===== config.mk =====
export PLATFORM = sky130hd
export DESIGN_NAME = uart_word_decoder
export DESIGN_NICKNAME = d
export VERILOG_FILES = /design/src/rtl/uart_word_decoder.sv
export SDC_FILE = /design/constraint.sdc
export NUM_CORES = 1
export LEC_CHECK = 0
export CAP_MARGIN = 20
export CELL_PAD_IN_SITES_DETAIL_PLACEMENT = 1
export CELL_PAD_IN_SITES_GLOBAL_PLACEMENT = 1
export CORE_MARGIN = 10
export CORE_UTILIZATION = 42
export DETAILED_ROUTE_END_ITERATION = 8
export PLACE_DENSITY_LB_ADDON = 0.08
export RECOVER_POWER = 50
export SYNTH_ARGS = -nofsm -noshare
export SYNTH_HDL_FRONTEND = slang
export SYNTH_SLANG_ARGS = --single-unit

===== constraint.sdc =====
create_clock -name clk -period 2.84 [get_ports clk]
set_input_delay 0.284 -clock clk [delete_from_list [all_inputs] [get_ports clk]]
set_output_delay 0.284 -clock clk [all_outputs]
set_load 0.02 [all_outputs]

===== src/rtl/uart_word_decoder.sv =====
// Assembles 10-byte UART load frames (start, 4 addr, 4 data, end) into single-cycle
// word-write strobes, with resync on bad frames, inter-byte timeout and error counting.
module uart_word_decoder #(
    parameter int                       WIDTH_A        = 32,
    parameter int                       WIDTH_D        = 32,
    parameter logic [7:0]               START_BYTE     = 8'haa,
    parameter logic [7:0]               END_BYTE       = 8'h55,
    parameter int                       TIMEOUT_WIDTH  = 16,
    parameter logic [TIMEOUT_WIDTH-1:0] TIMEOUT_CYCLES = TIMEOUT_WIDTH'(50000)
) (
    input  logic               clk,
    input  logic               reset,
    input  logic [7:0]         rx_data,
    input  logic               rx_valid,
    output logic [WIDTH_A-1:0] addr,
    output logic [WIDTH_D-1:0] data,
    output logic               we,
    output logic               busy,
    output logic               frame_error,
    output logic               timeout_error,
    output logic [7:0]         err_count
);

    typedef enum logic [1:0] {
        S_IDLE,
        S_ADDR,
        S_DATA,
        S_END
    } state_t;

    state_t                   state_q;
    logic [1:0]               idx_q;
    logic [TIMEOUT_WIDTH-1:0] tmo_cnt_q;
    logic [TIMEOUT_WIDTH-1:0] tmo_cnt_d;
    logic                     tmo_hit;
    logic [WIDTH_A-1:0]       shift_addr_q;
    logic [WIDTH_D-1:0]       shift_data_q;
    logic [WIDTH_A-1:0]       addr_q;
    logic [WIDTH_D-1:0]       data_q;
    logic                     we_q;
    logic                     frame_error_q;
    logic                     timeout_error_q;
    logic [7:0]               err_count_q;

    function automatic logic [7:0] sat_inc8(input logic [7:0] v);
        return (v == 8'hff) ? v : v + 8'd1;
    endfunction

    // A byte arriving in the expiry cycle wins over the timeout.
    always_comb begin
        tmo_cnt_d = tmo_cnt_q + TIMEOUT_WIDTH'(1);
        tmo_hit   = (TIMEOUT_CYCLES != '0) && (state_q != S_IDLE) && !rx_valid
                    && (tmo_cnt_d == TIMEOUT_CYCLES);
    end

    always_ff @(posedge clk) begin
        if (reset) begin
            state_q         <= S_IDLE;
            idx_q           <= '0;
            tmo_cnt_q       <= '0;
            addr_q          <= '0;
            data_q          <= '0;
            we_q            <= 1'b0;
            frame_error_q   <= 1'b0;
            timeout_error_q <= 1'b0;
            err_count_q     <= '0;
        end else begin
            we_q            <= 1'b0;
            frame_error_q   <= 1'b0;
            timeout_error_q <= 1'b0;

            if (state_q == S_IDLE || rx_valid) begin
                tmo_cnt_q <= '0;
            end else begin
                tmo_cnt_q <= tmo_cnt_d;
            end

            if (tmo_hit) begin
                state_q         <= S_IDLE;
                idx_q           <= '0;
                tmo_cnt_q       <= '0;
                timeout_error_q <= 1'b1;
                err_count_q     <= sat_inc8(err_count_q);
            end else if (rx_valid) begin
                case (state_q)
                    S_IDLE: begin
                        if (rx_data == START_BYTE) begin
                            state_q <= S_ADDR;
                            idx_q   <= '0;
                        end
                    end
                    S_ADDR: begin
                        shift_addr_q[8*idx_q +: 8] <= rx_data;
                        idx_q                      <= idx_q + 2'd1;
                        if (idx_q == 2'd3) begin
                            state_q <= S_DATA;
                            idx_q   <= '0;
                        end
                    end
                    S_DATA: begin
                        shift_data_q[8*idx_q +: 8] <= rx_data;
                        idx_q                      <= idx_q + 2'd1;
                        if (idx_q == 2'd3) begin
                            state_q <= S_END;
                            idx_q   <= '0;
                        end
                    end
                    S_END: begin
                        // A start byte here is just a bad terminator; no resync into a new frame.
                        if (rx_data == END_BYTE) begin
                            addr_q <= shift_addr_q;
                            data_q <= shift_data_q;
                            we_q   <= 1'b1;
                        end else begin
                            frame_error_q <= 1'b1;
                            err_count_q   <= sat_inc8(err_count_q);
                        end
                        state_q <= S_IDLE;
                        idx_q   <= '0;
                    end
                    default: begin
                        state_q <= S_IDLE;
                        idx_q   <= '0;
                    end
                endcase
            end
        end
    end

    assign addr          = addr_q;
    assign data          = data_q;
    assign we            = we_q;
    assign busy          = (state_q != S_IDLE);
    assign frame_error   = frame_error_q;
    assign timeout_error = timeout_error_q;
    assign err_count     = err_count_q;

endmodule


After elaboration in Yosys (flattened, before gate mapping)
Cells that the tools add are included.
Cells by class
  $add $sub $neg: 4
  equal/unequal tests: 12
  shift-type cells: 2
  multiplexer cells: 17
  bitwise operators: 4
  reductions and logical operators: 18
Operator list (number)
  $bwmux W32: 2
  $mux W8: 5
  $neg A5 Y34: 1
  $shift A8 B34 Y32 const A: 1
  $shiftx A8 B34 Y32: 1
  $add A16 B1 Y16 const B: 1
  $eq A16 B16 Y1 const B: 1
  $eq A8 B8 Y1 const B: 2
  $reduce_and A4 Y1: 4
  $mux W2: 5
  $add A8 B1 Y8 const B: 1
  $eq A8 B7 Y1 const B: 1
  $pmux W2 S4: 1
  $eq A2 B2 Y1 const B: 3
  $ne A2 B2 Y1 const B: 3
  $pmux W2 S3: 1
  $reduce_bool A2 Y1: 3
  $not A1 Y1: 4
  $reduce_or A2 Y1: 2
  $reduce_or A4 Y1: 1
  $mux W1: 3
  $reduce_and A3 Y1: 1
  $reduce_or A3 Y1: 1
  $add A2 B1 Y2 const B: 1
  other kinds (7): 8
Word-level totals
  flip-flop bits (word level): 159
  input bits: 11
  output and inout bits: 76
  word-level logic and storage cells: 68

Depth between registers and ports, before layout
Gate-level depths: netlist of run 1.
  depth after elaboration: 6
  mapped depth: 12
  mapped depth without buffers: 9

Least setup slack after synthesis of run 1
OpenSTA, ideal clock, no wires.
  path kind: reg-to-reg
  start: register tmo_cnt_q[0]
  end: register err_count_q[4], in the netlist err_count[4]
  setup time: 0.070 ns
  arrival time: 2.327 ns
  required time: 2.770 ns
  path slack: 0.443 ns
  cell stages (with the launch flop): 9
  buffers on the path: 0
  period minus slack after synthesis: 2.397 ns
  cells stage by stage: dfxtp_1 > ha_1 > nand2_1 > or3_1 > a211oi_2 > and4_4 > a21oi_2 > or4_1 > a21oi_1
On the way
  word-level cells in the longest chain between the ends: 5
  elaborated cells between the ends (all ways): 8
  classes of those cells: 1 x add/sub; 2 x eq/ne; 1 x mux; 4 x reduce/logical
RTL lines
  start: declaration: line 33  | logic [TIMEOUT_WIDTH-1:0] tmo_cnt_q;
  start signal: assignment: line 75  | tmo_cnt_q <= tmo_cnt_d;
  $add A16 B1 Y16 (*): line 51  | tmo_cnt_d = tmo_cnt_q + TIMEOUT_WIDTH'(1);
  $eq A16 B16 Y1 (*): line 53  | && (tmo_cnt_d == TIMEOUT_CYCLES);
  $logic_and A1 B1 Y1 (*): line 53
  $ne A2 B2 Y1 (no source line) or $reduce_bool A2 Y1 (tied branches)
  $reduce_and A3 Y1 (no source line)
  end signal: assignment: line 83  | err_count_q <= sat_inc8(err_count_q);
  end signal: assignment: line 116  | err_count_q <= sat_inc8(err_count_q);
  end: declaration: line 43  | logic [7:0] err_count_q;
Mark *: on every way between the ends. The rest lies on a longest branch, timed or not.
A chain may end at the register's enable or synchronous reset.

Final worst setup path of run 1
  start: register state_q[0]
  end: register err_count_q[4], in the netlist err_count[4]
On the way
  word-level cells in the longest chain between the ends: 5
  elaborated cells between the ends (all ways): 9
  classes of those cells: 2 x eq/ne; 1 x mux; 6 x reduce/logical
RTL lines
  start: declaration: line 31  | state_t state_q;
  start signal: assignment: line 58  | state_q <= S_IDLE;
  start signal: assignment: line 79  | state_q <= S_IDLE;
  start signal: assignment: line 88  | state_q <= S_ADDR;
  $reduce_bool A2 Y1: line 52  | tmo_hit = (TIMEOUT_CYCLES != '0) && (state_q != S_IDLE) && !rx_valid
  $logic_and A1 B1 Y1: line 52
  $logic_and A1 B1 Y1: line 53
  $ne A2 B2 Y1 (no source line) or $reduce_bool A2 Y1 (tied branches)
  $reduce_and A3 Y1 (no source line)
Parallel ways exist; a longest one is shown, timed or not.

==> results of run 1 <==
==> worst max-delay path: cells and delay by family, from the launching register on <==
family / cells / cell delay [ns]
AO/OA/AOI/OAI: 3 / 0.58
adder cells (fa/ha/maj): 1 / 0.22
buffers and inverters: 1 / 0.08
flip-flops: 1 / 0.38
AND/OR/NAND/NOR: 4 / 1.33
==> worst max-delay path by stage <==
stage | from | endpoint | slack [ns] | cells after the start
CTS | tmo_cnt_q[0] | tmo_cnt_q[4] | 0.09 | 9
global placement | tmo_cnt_q[0] | err_count[4] | 0.28 | 8
floorplan | tmo_cnt_q[0] | err_count[4] | 0.44 | 8
detailed placement | tmo_cnt_q[0] | tmo_cnt_q[7] | 0.13 | 9
finish | state_q[0] | err_count[4] | 0.20 | 9
global route | state_q[0] | err_count[4] | -0.06 | 9
==> synthesized netlist by cell type, types with 5 or more instances <==
library cell               count
sky130_fd_sc_hd__o31ai_1       5
sky130_fd_sc_hd__xnor2_1       6
sky130_fd_sc_hd__and2_1       38
sky130_fd_sc_hd__nand3_1      17
sky130_fd_sc_hd__a21oi_1      72
sky130_fd_sc_hd__inv_1        10
sky130_fd_sc_hd__dfxtp_1      95
sky130_fd_sc_hd__nor2_1       31
sky130_fd_sc_hd__xor2_1        9
sky130_fd_sc_hd__clkbuf_1     22
sky130_fd_sc_hd__ha_1         12
sky130_fd_sc_hd__edfxtp_1     64
sky130_fd_sc_hd__nand2_1     145
==> area by class of cell <==
type | count | share of cell area, %
multi-input combinational | 400 | 28.1
timing repair buffer | 102 | 12.6
sequential | 159 | 48.4
clock buffer | 23 | 6.32
tap | 184 | 2.91
inverter | 10 | 0.475
clock inverter | 9 | 1.20
==> sequential cells by signal, indices dropped and copies added, names as in the netlist, 2 cells and up <==
signal        flops
idx_q             2
err_count         8
state_q           2
data             32
addr             32
shift_addr_q     32
shift_data_q     32
tmo_cnt_q        16
==> metrics by stage <==
stage | area (um^2) | worst slack, ns | setup TNS, ns | std cells | power [mW]
after global routing | 7900 | -0.0602 | -0.148 | 887 | 4.83
after detailed placement | 7300 | 0.127 | 0 | 855 | 2.48
after CTS | 7890 | 0.0873 | 0 | 887 | 4.73
after floorplan | 6210 | 0.443 | 0 | 599 | 2.44
final | 7900 | 0.198 | 0 | 887 | 4.68
after global placement | 7300 | 0.280 | 0 | 855 | 2.48
==> per-layer routing <==
metal  up-vias  track usage, %  routed length (um)
li1       2214               -                   -
met1      2195            18.5                6610
met2       102            26.9                7850
met3        25            5.24                 951
met4         0            7.26                 318
met5         -               0                   0
==> cells by family (layout without fill, tap and decap cells) <==
| logic type | count (synthesis) | count (layout) |
|---|---|---|
| and+or+nand+nor | 276 | 276 |
| DFF | 159 | 159 |
| AOI/OAI and AO/OA | 92 | 92 |
| buffers and inverters | 40 | 144 |
| xor gates and xnor gates | 15 | 15 |
| adders and majority gates | 12 | 12 |
| muxes | 5 | 5 |
==> where the power goes <==
group,leakage [nW],switching (mW),internal [mW]
logic,1.25,0.0456,0.0249
clock network,0.294,0.913,1.34
registers,1.24,0.000149,2.36
==> impl_metrics.prom, run 1 <==
# TYPE chip_impl_metric gauge
chip_impl_info{name="status",value="finished clean"} 1
chip_impl_metric{name="postSynthNetCount",unit=""} 622
chip_impl_metric{name="clock_tree.buffer_depth",unit=""} 2
chip_impl_metric{name="place.gp.congestion",unit=""} 0.790
chip_impl_info{name="worstHoldEndpoint",value="addr[3]"} 1
chip_impl_metric{name="post-cts-setup-buffer-count",unit=""} 0
chip_impl_metric{name="die_width",unit="um"} 142
chip_impl_info{name="mostFrequentLayoutCell",value="sky130_fd_sc_hd__nand2_1"} 1
chip_impl_info{name="synth_top_family_by_area",value="simple AND/OR/NAND/NOR gates"} 1
chip_impl_metric{name="worst-r2r-setup-slack",unit="ns"} 0.20
chip_impl_metric{name="gr-total-overflow",unit=""} 0
chip_impl_metric{name="async_reset_ff_share",unit="%"} 0
chip_impl_metric{name="grt_pass1_wl",unit="um"} 25700
chip_impl_metric{name="drc_violation_count_after_routing",unit=""} 0
chip_impl_info{name="critPathLaunchType",value="register"} 1
chip_impl_metric{name="regArea",unit="um^2"} 3820
chip_impl_info{name="synth.largest_area_cell",value="sky130_fd_sc_hd__edfxtp_1"} 1
chip_impl_metric{name="vias_per_cell",unit=""} 5.11
chip_impl_metric{name="cts_buffers",unit=""} 17
chip_impl_info{name="cts.root.buffer_cell",value="sky130_fd_sc_hd__clkbuf_16"} 1
chip_impl_metric{name="post_synth_xor_area_fraction",unit="%"} 2.12
chip_impl_metric{name="synthMuxAreaShare",unit="%"} 0.867
chip_impl_info{name="crit_path_top_delay_cell",value="sky130_fd_sc_hd__or4_1"} 1
chip_impl_info{name="regToRegStartpoint",value="state_q[0]"} 1
chip_impl_metric{name="ant_nets",unit=""} 0
chip_impl_metric{name="floorplan.io_pins",unit=""} 87
chip_impl_metric{name="ys_types",unit=""} 57
chip_impl_metric{name="timing.final.max_slew_violations",unit=""} 0
chip_impl_metric{name="post_synth_inst_count",unit=""} 599
chip_impl_metric{name="multi_input_area",unit="um^2"} 2220
chip_impl_metric{name="yosys.area.top_type_share",unit="%"} 31.0
chip_impl_metric{name="dieArea",unit="um^2"} 20000
chip_impl_metric{name="period_minus_slack",unit="ns"} 2.64
chip_impl_metric{name="wl",unit="um"} 15700
chip_impl_metric{name="num_vias",unit=""} 4536
chip_impl_info{name="netlist_top_cells_area",value="sky130_fd_sc_hd__edfxtp_1, sky130_fd_sc_hd__dfxtp_1, sky130_fd_sc_hd__nand2_1, sky130_fd_sc_hd__a21oi_1, sky130_fd_sc_hd__and2_1"} 1
chip_impl_metric{name="fin_skew",unit="ns"} 0.00901
chip_impl_metric{name="syn_to_final_growth",unit="%"} 27.3
chip_impl_metric{name="clock-sinks",unit=""} 159
chip_impl_metric{name="synth_area",unit="um^2"} 6210
chip_impl_metric{name="synth_seq_cells",unit=""} 159
chip_impl_metric{name="critPathMaxStageDelay",unit="ns"} 0.48
chip_impl_metric{name="worstPathMaxFanout",unit=""} 10
chip_impl_metric{name="initial_utilization",unit="%"} 42.7
chip_impl_metric{name="post_cts_resized",unit=""} 0
chip_impl_info{name="setup.worst_path.end_class",value="register"} 1
chip_impl_metric{name="vias_in_the_first_global_route",unit=""} 4876
chip_impl_metric{name="holdWs",unit="ns"} 0.236
chip_impl_metric{name="grt_antenna_before_repair",unit=""} 0
chip_impl_metric{name="yosysSeqAreaShare",unit="%"} 61.6
chip_impl_info{name="hold_path_class",value="primary input to register"} 1
chip_impl_metric{name="report.final.hold_viol_count",unit=""} 0
chip_impl_metric{name="timing.hold.worst_path_depth",unit=""} 2
chip_impl_metric{name="io_buffer_count",unit=""} 86
chip_impl_metric{name="post-route-period-util",unit="%"} 93.0
chip_impl_metric{name="grt_max_degree",unit=""} 68
chip_impl_metric{name="synth_enable_flop_cells",unit=""} 64
chip_impl_info{name="synth_top_flop_cell",value="sky130_fd_sc_hd__dfxtp_1"} 1
chip_impl_metric{name="n_fill_cell",unit=""} 1583
chip_impl_metric{name="worst_vdd_ir",unit="mV"} 0.369
chip_impl_metric{name="power.leakage",unit="nW"} 2.78
chip_impl_metric{name="timing.max_slew.rel_slack",unit="%"} 42.3
chip_impl_metric{name="ctsHtreeMaxLevel",unit=""} 4
chip_impl_metric{name="synth_fa_ha_area_share",unit="%"} 2.42
chip_impl_metric{name="power_density",unit="nW/um^2"} 593
chip_impl_metric{name="complex_gate_fraction_of_the_synthesized_area",unit="%"} 8.32
chip_impl_metric{name="clock.fmax",unit="MHz"} 379
chip_impl_metric{name="grtUsageTotal",unit="%"} 16.1
chip_impl_info{name="tritoncts",value="yes"} 1
chip_impl_metric{name="floorplan.die.height",unit="um"} 142
chip_impl_info{name="worst_hold_startpoint",value="reset"} 1
chip_impl_metric{name="clock_latency",unit="ns"} 0.42
chip_impl_metric{name="ctsHoldBuffers",unit=""} 0
chip_impl_metric{name="utilization",unit="%"} 54.4
chip_impl_metric{name="synth-warning-count",unit=""} 0
chip_impl_metric{name="drt_pass_1_iters",unit=""} 4
chip_impl_metric{name="synth-simple-area-share",unit="%"} 21.6
chip_impl_metric{name="critical_path_arrival",unit="ns"} 2.98
chip_impl_metric{name="layout_cell_share_with_drive_strength_beyond_1",unit="%"} 9.82
chip_impl_metric{name="max_cap_viol_count",unit=""} 0
chip_impl_metric{name="setup_viol_count_final",unit=""} 0
chip_impl_metric{name="final_nets",unit=""} 713
chip_impl_metric{name="avgRoutedWirePerCell",unit="um"} 17.7
chip_impl_metric{name="worst-r2r-cell-count",unit=""} 9
chip_impl_metric{name="worst_endpoint_required_time",unit="ns"} 3.18
chip_impl_info{name="layout_common_cells",value="sky130_fd_sc_hd__nand2_1, sky130_fd_sc_hd__dfxtp_1, sky130_fd_sc_hd__a21oi_1, sky130_fd_sc_hd__dlygate4sd3_1, sky130_fd_sc_hd__edfxtp_1"} 1
chip_impl_metric{name="clkTransAtPathRegs",unit="ns"} 0.06
chip_impl_metric{name="hpwlAfterDp",unit="um"} 11000
chip_impl_metric{name="num_antenna_cells",unit=""} 0
chip_impl_info{name="r2r_end",value="err_count[4]"} 1
chip_impl_metric{name="coreArea",unit="um^2"} 14500
chip_impl_metric{name="rows",unit=""} 44
chip_impl_metric{name="drt_iter0_drc",unit=""} 207
chip_impl_metric{name="tightest_slew",unit="ns"} 0.863
chip_impl_info{name="critical_path_class",value="register to register"} 1
chip_impl_info{name="crit_path_cell_trace",value="inv_1 > ha_1 > nor4b_1 > nand3b_1 > a211oi_4 > and4_4 > a21oi_2 > or4_1 > a21oi_1"} 1
chip_impl_metric{name="syn_area_per_cell",unit="um^2"} 10.4
Note: power is estimated with default switching activity, not from simulation.
==> inputs of run 2 (changes only) <==
--- a/config.mk
+++ b/config.mk
@@ -9,7 +9,7 @@
 export CELL_PAD_IN_SITES_DETAIL_PLACEMENT = 1
 export CELL_PAD_IN_SITES_GLOBAL_PLACEMENT = 1
 export CORE_MARGIN = 10
-export CORE_UTILIZATION = 42
+export CORE_UTILIZATION = 46
 export DETAILED_ROUTE_END_ITERATION = 8
 export PLACE_DENSITY_LB_ADDON = 0.08
 export RECOVER_POWER = 50
==> constraint.sdc (replaced) <==
create_clock -name clk -period 3.3 [get_ports clk]
set_input_delay 0.33 -clock clk [delete_from_list [all_inputs] [get_ports clk]]
set_output_delay 0.33 -clock clk [all_outputs]
set_load 0.02 [all_outputs]
==> run 2 against run 1 <==
  * Total power decreased by 11%
  * Final cell count decreased by 1.9%
  * Sequential power decreased by 14%
  * Critical path depth decreased by 2
  * Worst hold slack improved by 0.049 ns
  * Sequential share of layout area increased by 0.51 points
  * Non-clock buffer count decreased by 9
  * Critical endpoint is now addr[19]
  * Wire length increased by 0.54%
==> impl_metrics.prom, run 2 (synthesized netlist as in run 1, its figures left out) <==
# TYPE chip_impl_metric gauge
chip_impl_info{name="status",value="finished clean"} 1
chip_impl_metric{name="initial_utilization",unit="%"} 46.9
chip_impl_metric{name="worst-r2r-setup-slack",unit="ns"} 0.50
chip_impl_metric{name="place.gp.congestion",unit=""} 0.840
chip_impl_metric{name="post-route-cell-area",unit="um^2"} 7820
chip_impl_metric{name="utilization",unit="%"} 59.0
chip_impl_metric{name="grt_antenna_before_repair",unit=""} 0
chip_impl_metric{name="placed_cell_area",unit="um^2"} 7200
chip_impl_info{name="regToRegStartpoint",value="state_q[0]"} 1
chip_impl_info{name="critical_path_class",value="primary input to register"} 1
chip_impl_metric{name="io_buffer_count",unit=""} 86
chip_impl_info{name="setup.worst_path.start",value="rx_data[2]"} 1
chip_impl_info{name="layout_common_cells",value="sky130_fd_sc_hd__nand2_1, sky130_fd_sc_hd__dfxtp_1, sky130_fd_sc_hd__dlygate4sd3_1, sky130_fd_sc_hd__a21oi_1, sky130_fd_sc_hd__edfxtp_1"} 1
chip_impl_metric{name="vias_in_the_first_global_route",unit=""} 4673
chip_impl_metric{name="syn_to_final_growth",unit="%"} 25.9
chip_impl_metric{name="hpwlAfterDp",unit="um"} 10700
chip_impl_metric{name="post_cts_resized",unit=""} 0
chip_impl_metric{name="clock-sinks",unit=""} 159
chip_impl_metric{name="drt_pass_1_iters",unit=""} 4
chip_impl_metric{name="dp_cells",unit=""} 838
chip_impl_metric{name="grt.met2_usage",unit="%"} 30.3
chip_impl_metric{name="layout.cells.non_filler",unit=""} 870
chip_impl_metric{name="grtUsageTotal",unit="%"} 17.7
chip_impl_metric{name="timing.final.max_slew_violations",unit=""} 0
chip_impl_info{name="cp_top_family",value="simple AND/OR/NAND/NOR gates"} 1
chip_impl_info{name="tritoncts",value="yes"} 1
chip_impl_info{name="cts.root.buffer_cell",value="sky130_fd_sc_hd__clkbuf_16"} 1
chip_impl_metric{name="drc_violation_count_after_routing",unit=""} 0
chip_impl_metric{name="floorplan.io_pins",unit=""} 87
chip_impl_metric{name="regArea",unit="um^2"} 3820
chip_impl_info{name="crit_path_top_delay_cell",value="sky130_fd_sc_hd__nor2_1"} 1
chip_impl_metric{name="report.final.hold_viol_count",unit=""} 0
chip_impl_metric{name="critPathMaxStageDelay",unit="ns"} 1.07
chip_impl_metric{name="clock_latency",unit="ns"} 0.43
chip_impl_info{name="critPathLaunchType",value="primary input"} 1
chip_impl_metric{name="grt_pass1_wl",unit="um"} 25600
chip_impl_metric{name="die_width",unit="um"} 136
chip_impl_metric{name="vias_per_cell",unit=""} 5.13
chip_impl_metric{name="layout_cell_share_with_drive_strength_beyond_1",unit="%"} 7.93
chip_impl_metric{name="drt_iter0_drc",unit=""} 160
chip_impl_metric{name="ctsHtreeMaxLevel",unit=""} 4
chip_impl_metric{name="multi_input_area",unit="um^2"} 2200
chip_impl_metric{name="grt_util_met1",unit="%"} 20.7
chip_impl_metric{name="tightest_slew",unit="ns"} 1.40
chip_impl_metric{name="ant_nets",unit=""} 0
chip_impl_metric{name="final_nets",unit=""} 704
chip_impl_metric{name="holdWs",unit="ns"} 0.284
chip_impl_metric{name="coreArea",unit="um^2"} 13200
chip_impl_metric{name="num_vias",unit=""} 4459
chip_impl_metric{name="period_minus_slack",unit="ns"} 2.91
chip_impl_metric{name="floorplan.die.height",unit="um"} 136
chip_impl_metric{name="worstPathMaxFanout",unit=""} 23
chip_impl_metric{name="clock.fmax",unit="MHz"} 344
chip_impl_metric{name="ctsHoldBuffers",unit=""} 0
chip_impl_info{name="crit_top_cell",value="sky130_fd_sc_hd__nand2_1"} 1
chip_impl_info{name="worst_hold_startpoint",value="reset"} 1
chip_impl_metric{name="share_of_total_power_in_combinational_logic",unit="%"} 1.2
chip_impl_metric{name="power.leakage",unit="nW"} 2.80
chip_impl_metric{name="clkTransAtPathRegs",unit="ns"} 0.06
chip_impl_metric{name="power.switching_fraction",unit="%"} 19.0
chip_impl_metric{name="rows",unit=""} 42
chip_impl_metric{name="gr-total-overflow",unit=""} 0
chip_impl_metric{name="power_frac_clock",unit="%"} 50.1
chip_impl_metric{name="post-cts-setup-buffer-count",unit=""} 0
chip_impl_metric{name="power_density",unit="nW/um^2"} 534
chip_impl_info{name="crit_path_cell_trace",value="dlygate4sd3_1 > nor4bb_1 > nand2_1 > nor2_1 > buf_4 > nand2_1 > a21oi_1"} 1
chip_impl_metric{name="cellInternalPower",unit="mW"} 3.38
chip_impl_metric{name="place_worst_setup_slack",unit="ns"} 0.567
chip_impl_metric{name="power.share.sequential",unit="%"} 48.6
chip_impl_info{name="unrepaired_setup_endpoints_after_global_routing",value="false"} 1
chip_impl_metric{name="worst_endpoint_required_time",unit="ns"} 3.64
chip_impl_info{name="globalRoute.busiestLayer",value="met2"} 1
chip_impl_metric{name="wl",unit="um"} 15800
chip_impl_info{name="hold_path_class",value="primary input to register"} 1
chip_impl_metric{name="timing.max_slew.rel_slack",unit="%"} 6.18
chip_impl_metric{name="worst_vdd_ir",unit="mV"} 0.344
chip_impl_metric{name="tns",unit="ns"} 0
chip_impl_info{name="setup.worst_path.end_class",value="register"} 1
chip_impl_metric{name="cts_buffers",unit=""} 17
chip_impl_metric{name="finalWorstSetupSlack",unit="ns"} 0.389
chip_impl_metric{name="post-route-period-util",unit="%"} 88.2
chip_impl_metric{name="use_met3",unit="%"} 4.83
chip_impl_metric{name="num_antenna_cells",unit=""} 0
chip_impl_metric{name="critPathBufInv",unit=""} 2
chip_impl_metric{name="clock_tree.buffer_depth",unit=""} 2
chip_impl_metric{name="fin_skew",unit="ns"} 0.00591
chip_impl_metric{name="max_cap_viol_count",unit=""} 0
chip_impl_info{name="mostFrequentLayoutCell",value="sky130_fd_sc_hd__nand2_1"} 1
chip_impl_metric{name="setup_viol_count_final",unit=""} 0
chip_impl_metric{name="critical_path_arrival",unit="ns"} 3.25
chip_impl_metric{name="total_switching_power",unit="mW"} 0.793
chip_impl_metric{name="n_fill_cell",unit=""} 1449
chip_impl_metric{name="fin_total_pwr",unit="mW"} 4.17
chip_impl_metric{name="dieArea",unit="um^2"} 18500
chip_impl_metric{name="avgRoutedWirePerCell",unit="um"} 18.2
chip_impl_metric{name="grt_max_degree",unit=""} 67
[run 2: cell types whose count changed in the layout (fill, tap and decap cells not counted), sizes merged]
cell,delta
buf,-7
clkbuf,-5
clkdlybuf4s50,-5
dlygate4sd3,+5
bufinv,+4
inv,-4
clkinvlp,+2
clkinv,+1
[run 2: layout make-up]
class | instances | area share [%]
flip-flops and latches | 159 | 48.9
multi-input cells | 400 | 28.1
repair buffers | 93 | 11.6
clock buffers | 20 | 5.59
well taps | 176 | 2.82
clock inverters | 12 | 2.45
inverters | 10 | 0.480
[run 2: power by group through the flow]
stage          registers, mW  logic (mW)  clock network [mW]
2_1_floorplan           2.07      0.0249                   0
3_3_place_gp            2.07      0.0523                   0
3_5_place_dp            2.07      0.0532                   0
4_1_cts                 2.03      0.0536                2.13
5_1_grt                 2.03      0.0559                2.22
6_report                2.03      0.0517                2.09
[run 2: path summary, 6_finish.rpt]
kind,end,depth (start not counted)
min reg2reg,addr[12],2
max reg2reg,tmo_cnt_q[3],10
min,addr[6],2
max,addr[19],7
[run 2: layer usage]
| metal | part of all wire [%] | vias to the layer above |
|---|---|---|
| met2 | 50 | 80 |
| met4 | 1.8 | 0 |
| met1 | 44 | 2155 |
| met5 | 0 | - |
| li1 | - | 2199 |
| met3 | 4.7 | 25 |
==> inputs of run 3 (changes only) <==
--- a/config.mk
+++ b/config.mk
@@ -5,6 +5,7 @@
 export SDC_FILE = /design/constraint.sdc
 export NUM_CORES = 1
 export LEC_CHECK = 0
+export ABC_CLOCK_PERIOD_IN_PS = 3300
 export CAP_MARGIN = 20
 export CELL_PAD_IN_SITES_DETAIL_PLACEMENT = 1
 export CELL_PAD_IN_SITES_GLOBAL_PLACEMENT = 1
==> results of run 3 <==
Final layout, timing and power as in run 2 (identical DEF).
